<file path="src/rtl/fb_io_pkg.sv">
// fb_io_pkg: shared definitions for the external-device responder.
//   Select codes from the MMU, STATUS bit positions and the terminal FSM
//   state type. Imported by fb_io_dev and fb_io_fifo.
package fb_io_pkg;

    // MMU data-source select codes
    localparam logic [1:0] FB_SEL_STAT = 2'b00;
    localparam logic [1:0] FB_SEL_DATA = 2'b01;
    localparam logic [1:0] FB_SEL_TERM = 2'b10;
    localparam logic [1:0] FB_SEL_MEM  = 2'b11;

    // STATUS word bit positions
    localparam int FB_ST_AVAIL = 0;
    localparam int FB_ST_OVR   = 1;
    localparam int FB_ST_BUSY  = 2;
    localparam int FB_ST_DROP  = 3;
    localparam int FB_ST_W     = 4;

    typedef enum logic {
        TERM_IDLE = 1'b0,
        TERM_BUSY = 1'b1
    } term_state_e;

endpackage

</file>
<file path="src/rtl/fb_io_fifo.sv">
// fb_io_fifo: keyboard character FIFO.
//   clk, rst   : clock, synchronous active-high reset
//   push, din  : write request and character
//   pop        : read request (ignored when empty)
//   head       : oldest entry (valid when !empty)
//   full/empty : occupancy flags, count: 0..FIFO_DEPTH
//   lost       : push refused this cycle because no entry was free
module fb_io_fifo
    import fb_io_pkg::*;
#(
    parameter int CHAR_W     = 8,
    parameter int FIFO_DEPTH = 4
) (
    input  logic                          clk,
    input  logic                          rst,
    input  logic                          push,
    input  logic                          pop,
    input  logic [CHAR_W-1:0]             din,
    output logic [CHAR_W-1:0]             head,
    output logic                          full,
    output logic                          empty,
    output logic [$clog2(FIFO_DEPTH):0]   count,
    output logic                          lost
);

    localparam int PTR_W = $clog2(FIFO_DEPTH);
    localparam int CNT_W = PTR_W + 1;

    logic [CHAR_W-1:0] mem_q [FIFO_DEPTH];
    logic [CHAR_W-1:0] mem_d [FIFO_DEPTH];
    logic [PTR_W-1:0]  wr_ptr_q, wr_ptr_d;
    logic [PTR_W-1:0]  rd_ptr_q, rd_ptr_d;
    logic [CNT_W-1:0]  count_q, count_d;
    logic              push_ok, pop_ok;

    assign full  = (count_q == CNT_W'(FIFO_DEPTH));
    assign empty = (count_q == '0);
    assign count = count_q;
    assign head  = mem_q[rd_ptr_q];

    // A pop on a full FIFO frees the slot the same-cycle push needs;
    // a pop on an empty FIFO does nothing, so the push goes in alone.
    assign pop_ok  = pop & ~empty;
    assign push_ok = push & (~full | pop_ok);
    assign lost    = push & ~push_ok;

    always_comb begin
        mem_d    = mem_q;
        wr_ptr_d = wr_ptr_q;
        rd_ptr_d = rd_ptr_q;
        if (push_ok) begin
            mem_d[wr_ptr_q] = din;
            wr_ptr_d        = wr_ptr_q + 1'b1;   // power-of-two depth wraps naturally
        end
        if (pop_ok) begin
            rd_ptr_d = rd_ptr_q + 1'b1;
        end
        count_d = count_q + CNT_W'(push_ok) - CNT_W'(pop_ok);
    end

    always_ff @(posedge clk) begin
        if (rst) begin
            mem_q    <= '{default: '0};
            wr_ptr_q <= '0;
            rd_ptr_q <= '0;
            count_q  <= '0;
        end else begin
            mem_q    <= mem_d;
            wr_ptr_q <= wr_ptr_d;
            rd_ptr_q <= rd_ptr_d;
            count_q  <= count_d;
        end
    end

endmodule

</file>
<file path="src/rtl/fb_io_dev.sv">
// fb_io_dev: device-side responder for the external-device window.
//   clk, rst            : clock, synchronous active-high reset
//   dev_sel, data_src   : window hit and MMU register select
//   rd_en, wr_en, wdata : MEM-stage load/store and store data
//   clr_stat            : clears sticky ovr/drop (delayed from a STATUS read)
//   rdata               : read data, combinational from registered state
//   kbd_stb, kbd_char   : keyboard character strobe (no backpressure)
//   term_valid/char/ready : terminal output handshake
module fb_io_dev
    import fb_io_pkg::*;
#(
    parameter int DATA_W     = 32,
    parameter int CHAR_W     = 8,
    parameter int FIFO_DEPTH = 4
) (
    input  logic              clk,
    input  logic              rst,
    input  logic              dev_sel,
    input  logic [1:0]        data_src,
    input  logic              rd_en,
    input  logic              wr_en,
    input  logic [DATA_W-1:0] wdata,
    input  logic              clr_stat,
    output logic [DATA_W-1:0] rdata,
    input  logic              kbd_stb,
    input  logic [CHAR_W-1:0] kbd_char,
    output logic              term_valid,
    output logic [CHAR_W-1:0] term_char,
    input  logic              term_ready
);

    term_state_e       state_q, state_d;
    logic [CHAR_W-1:0] term_char_q, term_char_d;
    logic              ovr_q, ovr_d;
    logic              drop_q, drop_d;

    logic              rd, wr, rd_data, wr_term;
    logic [CHAR_W-1:0] fifo_head;
    logic              fifo_full, fifo_empty, fifo_lost;
    logic [$clog2(FIFO_DEPTH):0] fifo_count;
    logic [FB_ST_W-1:0] status;
    logic              unused_ok;

    assign rd      = dev_sel & rd_en & (data_src != FB_SEL_MEM);
    assign wr      = dev_sel & wr_en & (data_src != FB_SEL_MEM);
    assign rd_data = rd & (data_src == FB_SEL_DATA);
    assign wr_term = wr & (data_src == FB_SEL_TERM);

    fb_io_fifo #(
        .CHAR_W     (CHAR_W),
        .FIFO_DEPTH (FIFO_DEPTH)
    ) u_fifo (
        .clk   (clk),
        .rst   (rst),
        .push  (kbd_stb),
        .pop   (rd_data),
        .din   (kbd_char),
        .head  (fifo_head),
        .full  (fifo_full),
        .empty (fifo_empty),
        .count (fifo_count),
        .lost  (fifo_lost)
    );

    assign term_valid = (state_q == TERM_BUSY);
    assign term_char  = term_char_q;

    always_comb begin
        status              = '0;
        status[FB_ST_AVAIL] = ~fifo_empty;
        status[FB_ST_OVR]   = ovr_q;
        status[FB_ST_BUSY]  = term_valid;
        status[FB_ST_DROP]  = drop_q;
    end

    // Terminal FSM. A write while BUSY is dropped even in the accept
    // cycle, so the character just accepted is never overwritten in flight.
    always_comb begin
        state_d     = state_q;
        term_char_d = term_char_q;
        drop_d      = drop_q & ~clr_stat;
        case (state_q)
            TERM_IDLE: begin
                if (wr_term) begin
                    state_d     = TERM_BUSY;
                    term_char_d = wdata[CHAR_W-1:0];
                end
            end
            TERM_BUSY: begin
                if (wr_term) drop_d = 1'b1;
                if (term_ready) state_d = TERM_IDLE;
            end
            default: state_d = TERM_IDLE;
        endcase
        // New overflow beats a coincident clear.
        ovr_d = (ovr_q & ~clr_stat) | fifo_lost;
    end

    always_ff @(posedge clk) begin
        if (rst) begin
            state_q     <= TERM_IDLE;
            term_char_q <= '0;
            ovr_q       <= 1'b0;
            drop_q      <= 1'b0;
        end else begin
            state_q     <= state_d;
            term_char_q <= term_char_d;
            ovr_q       <= ovr_d;
            drop_q      <= drop_d;
        end
    end

    always_comb begin
        rdata = '0;
        if (rd) begin
            case (data_src)
                FB_SEL_STAT: rdata[FB_ST_W-1:0] = status;
                FB_SEL_DATA: rdata[CHAR_W-1:0]  = fifo_empty ? '0 : fifo_head;
                FB_SEL_TERM: rdata[CHAR_W-1:0]  = term_char_q;
                default:     rdata = '0;
            endcase
        end
    end

    // Upper store bits and occupancy count are not needed here.
    assign unused_ok = ^{wdata[DATA_W-1:CHAR_W], fifo_count, fifo_full};

endmodule

</file>
<file path="config.mk">
export PLATFORM = sky130hd
export DESIGN_NAME = fb_io_dev
export DESIGN_NICKNAME = d
export VERILOG_FILES = /design/src/rtl/fb_io_pkg.sv /design/src/rtl/fb_io_fifo.sv /design/src/rtl/fb_io_dev.sv
export SDC_FILE = /design/constraint.sdc
export NUM_CORES = 1
export LEC_CHECK = 0
export ABC_AREA = 1
export CELL_PAD_IN_SITES_DETAIL_PLACEMENT = 1
export CELL_PAD_IN_SITES_GLOBAL_PLACEMENT = 2
export CORE_ASPECT_RATIO = 1.4
export CORE_MARGIN = 3
export CORE_UTILIZATION = 22
export DETAILED_ROUTE_END_ITERATION = 6
export PLACE_DENSITY_LB_ADDON = 0.1
export SLEW_MARGIN = 20
export SYNTH_ARGS = -nofsm -noshare
export SYNTH_HDL_FRONTEND = slang
export SYNTH_SLANG_ARGS = --single-unit
</file>
<file path="constraint.sdc">
create_clock -name clk -period 2.3 [get_ports clk]
set_input_delay 0.46 -clock clk [delete_from_list [all_inputs] [get_ports clk]]
set_output_delay 0.46 -clock clk [all_outputs]
set_load 0.05 [all_outputs]
</file>
==> flow_summary.json <==
{
  "cts_buffer_depth": 2,
  "grt_pass1_wl_um": 16990,
  "layout_common_cells": "nand2_1, inv_1, dfxtp_1",
  "antenna_cells": 0,
  "port_buffers": 42,
  "netlist_area_sq_mm": 0.003082,
  "crit_type": "primary input to primary output",
  "fin_skew_ns": 0.008749,
  "max-vdd-ir-drop_uv": 392.5,
  "crit_path_max_fanout": 4,
  "antenna_found_initial": 0,
  "dieHeight_um": 146.0,
  "hold_class": "flip-flop to flip-flop",
  "p_total_mw": 2.927,
  "dieArea_sq_mm": 0.01548,
  "post-route-period-util_pct": 96.10,
  "grt_usage_pct": 14.16,
  "grt_max_degree": 39,
  "post_dp_cell_area_sq_mm": 0.003812,
  "slew_headroom_pct": 61.34,
  "die_w_um": 106.0,
  "setup_viol": 0,
  "ys_ff_latch": 50,
  "fin_area_sq_mm": 0.004009,
  "detail-route-antenna-nets": 0,
  "cts_tree": "yes",
  "syn_area_per_cell_sq_um": 6.613,
  "fin_hold_ws_ns": 0.4660,
  "wl_um": 10610,
  "io_pins": 91,
  "p_leak_nw": 1.798,
  "viasPerCell": 4.158,
  "period_minus_slack_ns": 2.210,
  "seq_area_sq_mm": 0.001005,
  "cts_buffers": 5,
  "initial_utilization_pct": 22.81,
  "post_drt_wl_per_cell_um": 15.11,
  "cp-end-kind": "primary output",
  "yosysTopAreaCell": "dfxtp_1",
  "cp-start-kind": "primary input",
  "syn_inst": 466,
  "cts.clk_slew.worst_paths_ns": 0.07,
  "row_count": 50,
  "final_nets": 580,
  "post_cts_buffers": 0,
  "cts_max_level": 2,
  "num-fill-cells": 1709,
  "ys_seq_area_share_pct": 32.48,
  "cts_sinks": 50,
  "clk_root_buffer_cell": "clkbuf_16",
  "yosysWarningCount": 0,
  "dp_slack_ns": -0.4912,
  "powerDensity_mw_per_mm2": 730.2,
  "grt_overflow": 0,
  "max_slew.worst_pin.slew_ns": 0.5799,
  "hpwl_um": 7731,
  "multi_input_area_sq_mm": 0.001539,
  "status": "completed",
  "gp_congestion": 0.7023,
  "max_freq_mhz": 452.4,
  "arrival_ns": 1.75,
  "final_common_cell": "nand2_1",
  "clock_latency_ns": 0.30,
  "syn2layout_area_growth_pct": 30.09,
  "final_max_slew_viol_count": 0,
  "vias": 2919,
  "layout_setup_ws_ns": 0.08971,
  "synth_top_area_share_pct": 32.48,
  "cap_violations": 0,
  "netlist_top_cells_area": "dfxtp_1, nand2_1, inv_1, nand4_1, buf_4",
  "setup_tns_ns": 0,
  "layout-drive-gt1-share_pct": 14.23,
  "finalHoldViolations": 0,
  "core-area_sq_mm": 0.01351,
  "synth_cell_type_count": 26,
  "cts_hold_buffers": 0,
  "first_global_vias": 3115,
  "drc": 0,
  "drtIter0Drc": 86,
  "worst-endpoint-required_ns": 1.84,
  "first_pass_iters": 4
}
## what timing repair did
item                                    4_1_cts  5_1_grt
gates resized for setup                      11       16
pin swaps                                     2        2
endpoints found under the setup margin        9        9
endpoints found under the hold margin         0        0
## critical path: stages
cell and delay, ns:
clkdlybuf4s50_1 0.50, buf_4 0.13, nand3_2 0.09, inv_2 0.08, nand2_2 0.09, a21oi_1 0.13
buf_4 0.14, buf_12 0.13
## synth_stat cells
master,n
buf_4,27
ha_1,10
nand2_1,101
nor2_1,42
nand4_1,33
a21oi_1,37
conb_1,1
xor2_1,1
o21ai_0,26
dfxtp_1,50
nand4_2,1
nor2_4,2
clkinv_1,1
or2_2,2
nand3_4,5
o22ai_1,1
clkbuf_1,3
buf_2,8
inv_1,96
o21ai_2,1
buf_6,3
inv_2,2
nand3_1,7
nor3_1,1
fa_1,1
buf_1,4
## registers in the layout, summed over array words and instances (netlist names)
name	cells
u_fifo.rd_ptr_q	2
u_fifo.wr_ptr_q	2
u_fifo.mem_q	32
term_char	8
term_valid	1
u_fifo.count	3
ovr_q	1
drop_q	1
## layout make-up
| cell class | instances | share of cell area, % |
|---|---|---|
| flip-flops and latches | 50 | 25.06 |
| clock buffers | 7 | 3.308 |
| clock inverters | 1 | 0.7491 |
| multi-input cells | 295 | 38.39 |
| inverters | 99 | 9.395 |
| repair buffers | 68 | 17.42 |
| well taps | 182 | 5.680 |
## where the power goes
part	switching, mW	internal, mW	leakage [nW]
logic	0.666	0.336	1.31
registers	0.0752	0.980	0.409
clock network	0.354	0.516	0.0781
total	1.10	1.83	1.80
## kinds of logic after synthesis
kind of cell / share of synthesized area, %
compound gates: 10.72
other cells: 0.1217
flops: 32.48
fa+ha+maj: 4.710
xor+xnor: 0.2843
buf+inv: 21.88
simple gates: 29.80
## worst paths after layout
check                  start         endpoint  slack [ns]  depth (start not counted)
min                   drop_q           drop_q        0.47                          2
min reg2reg           drop_q           drop_q        0.47                          2
max reg2reg  u_fifo.count[0]  u_fifo.count[2]        0.30                          8
max                  dev_sel         rdata[7]        0.09                          8
## metal layers
| metal | vias to the layer above | global-route usage [%] | wire length [um] |
|---|---|---|---|
| met1 | 1355 | 15.77 | 4334 |
| met3 | 13 | 2.919 | 431 |
| met5 | - | 0 | 0 |
| li1 | 1494 | - | - |
| met2 | 57 | 26.31 | 5622 |
| met4 | 0 | 4.990 | 217 |
## per-stage QoR
step                std cells  util (%)
floorplan                 489         -
global placement          694     28.21
detailed placement        694     28.21
CTS                       702     29.56
global route              702     29.67
finish                    702     29.67
Note: power is estimated with default switching activity, not from simulation.
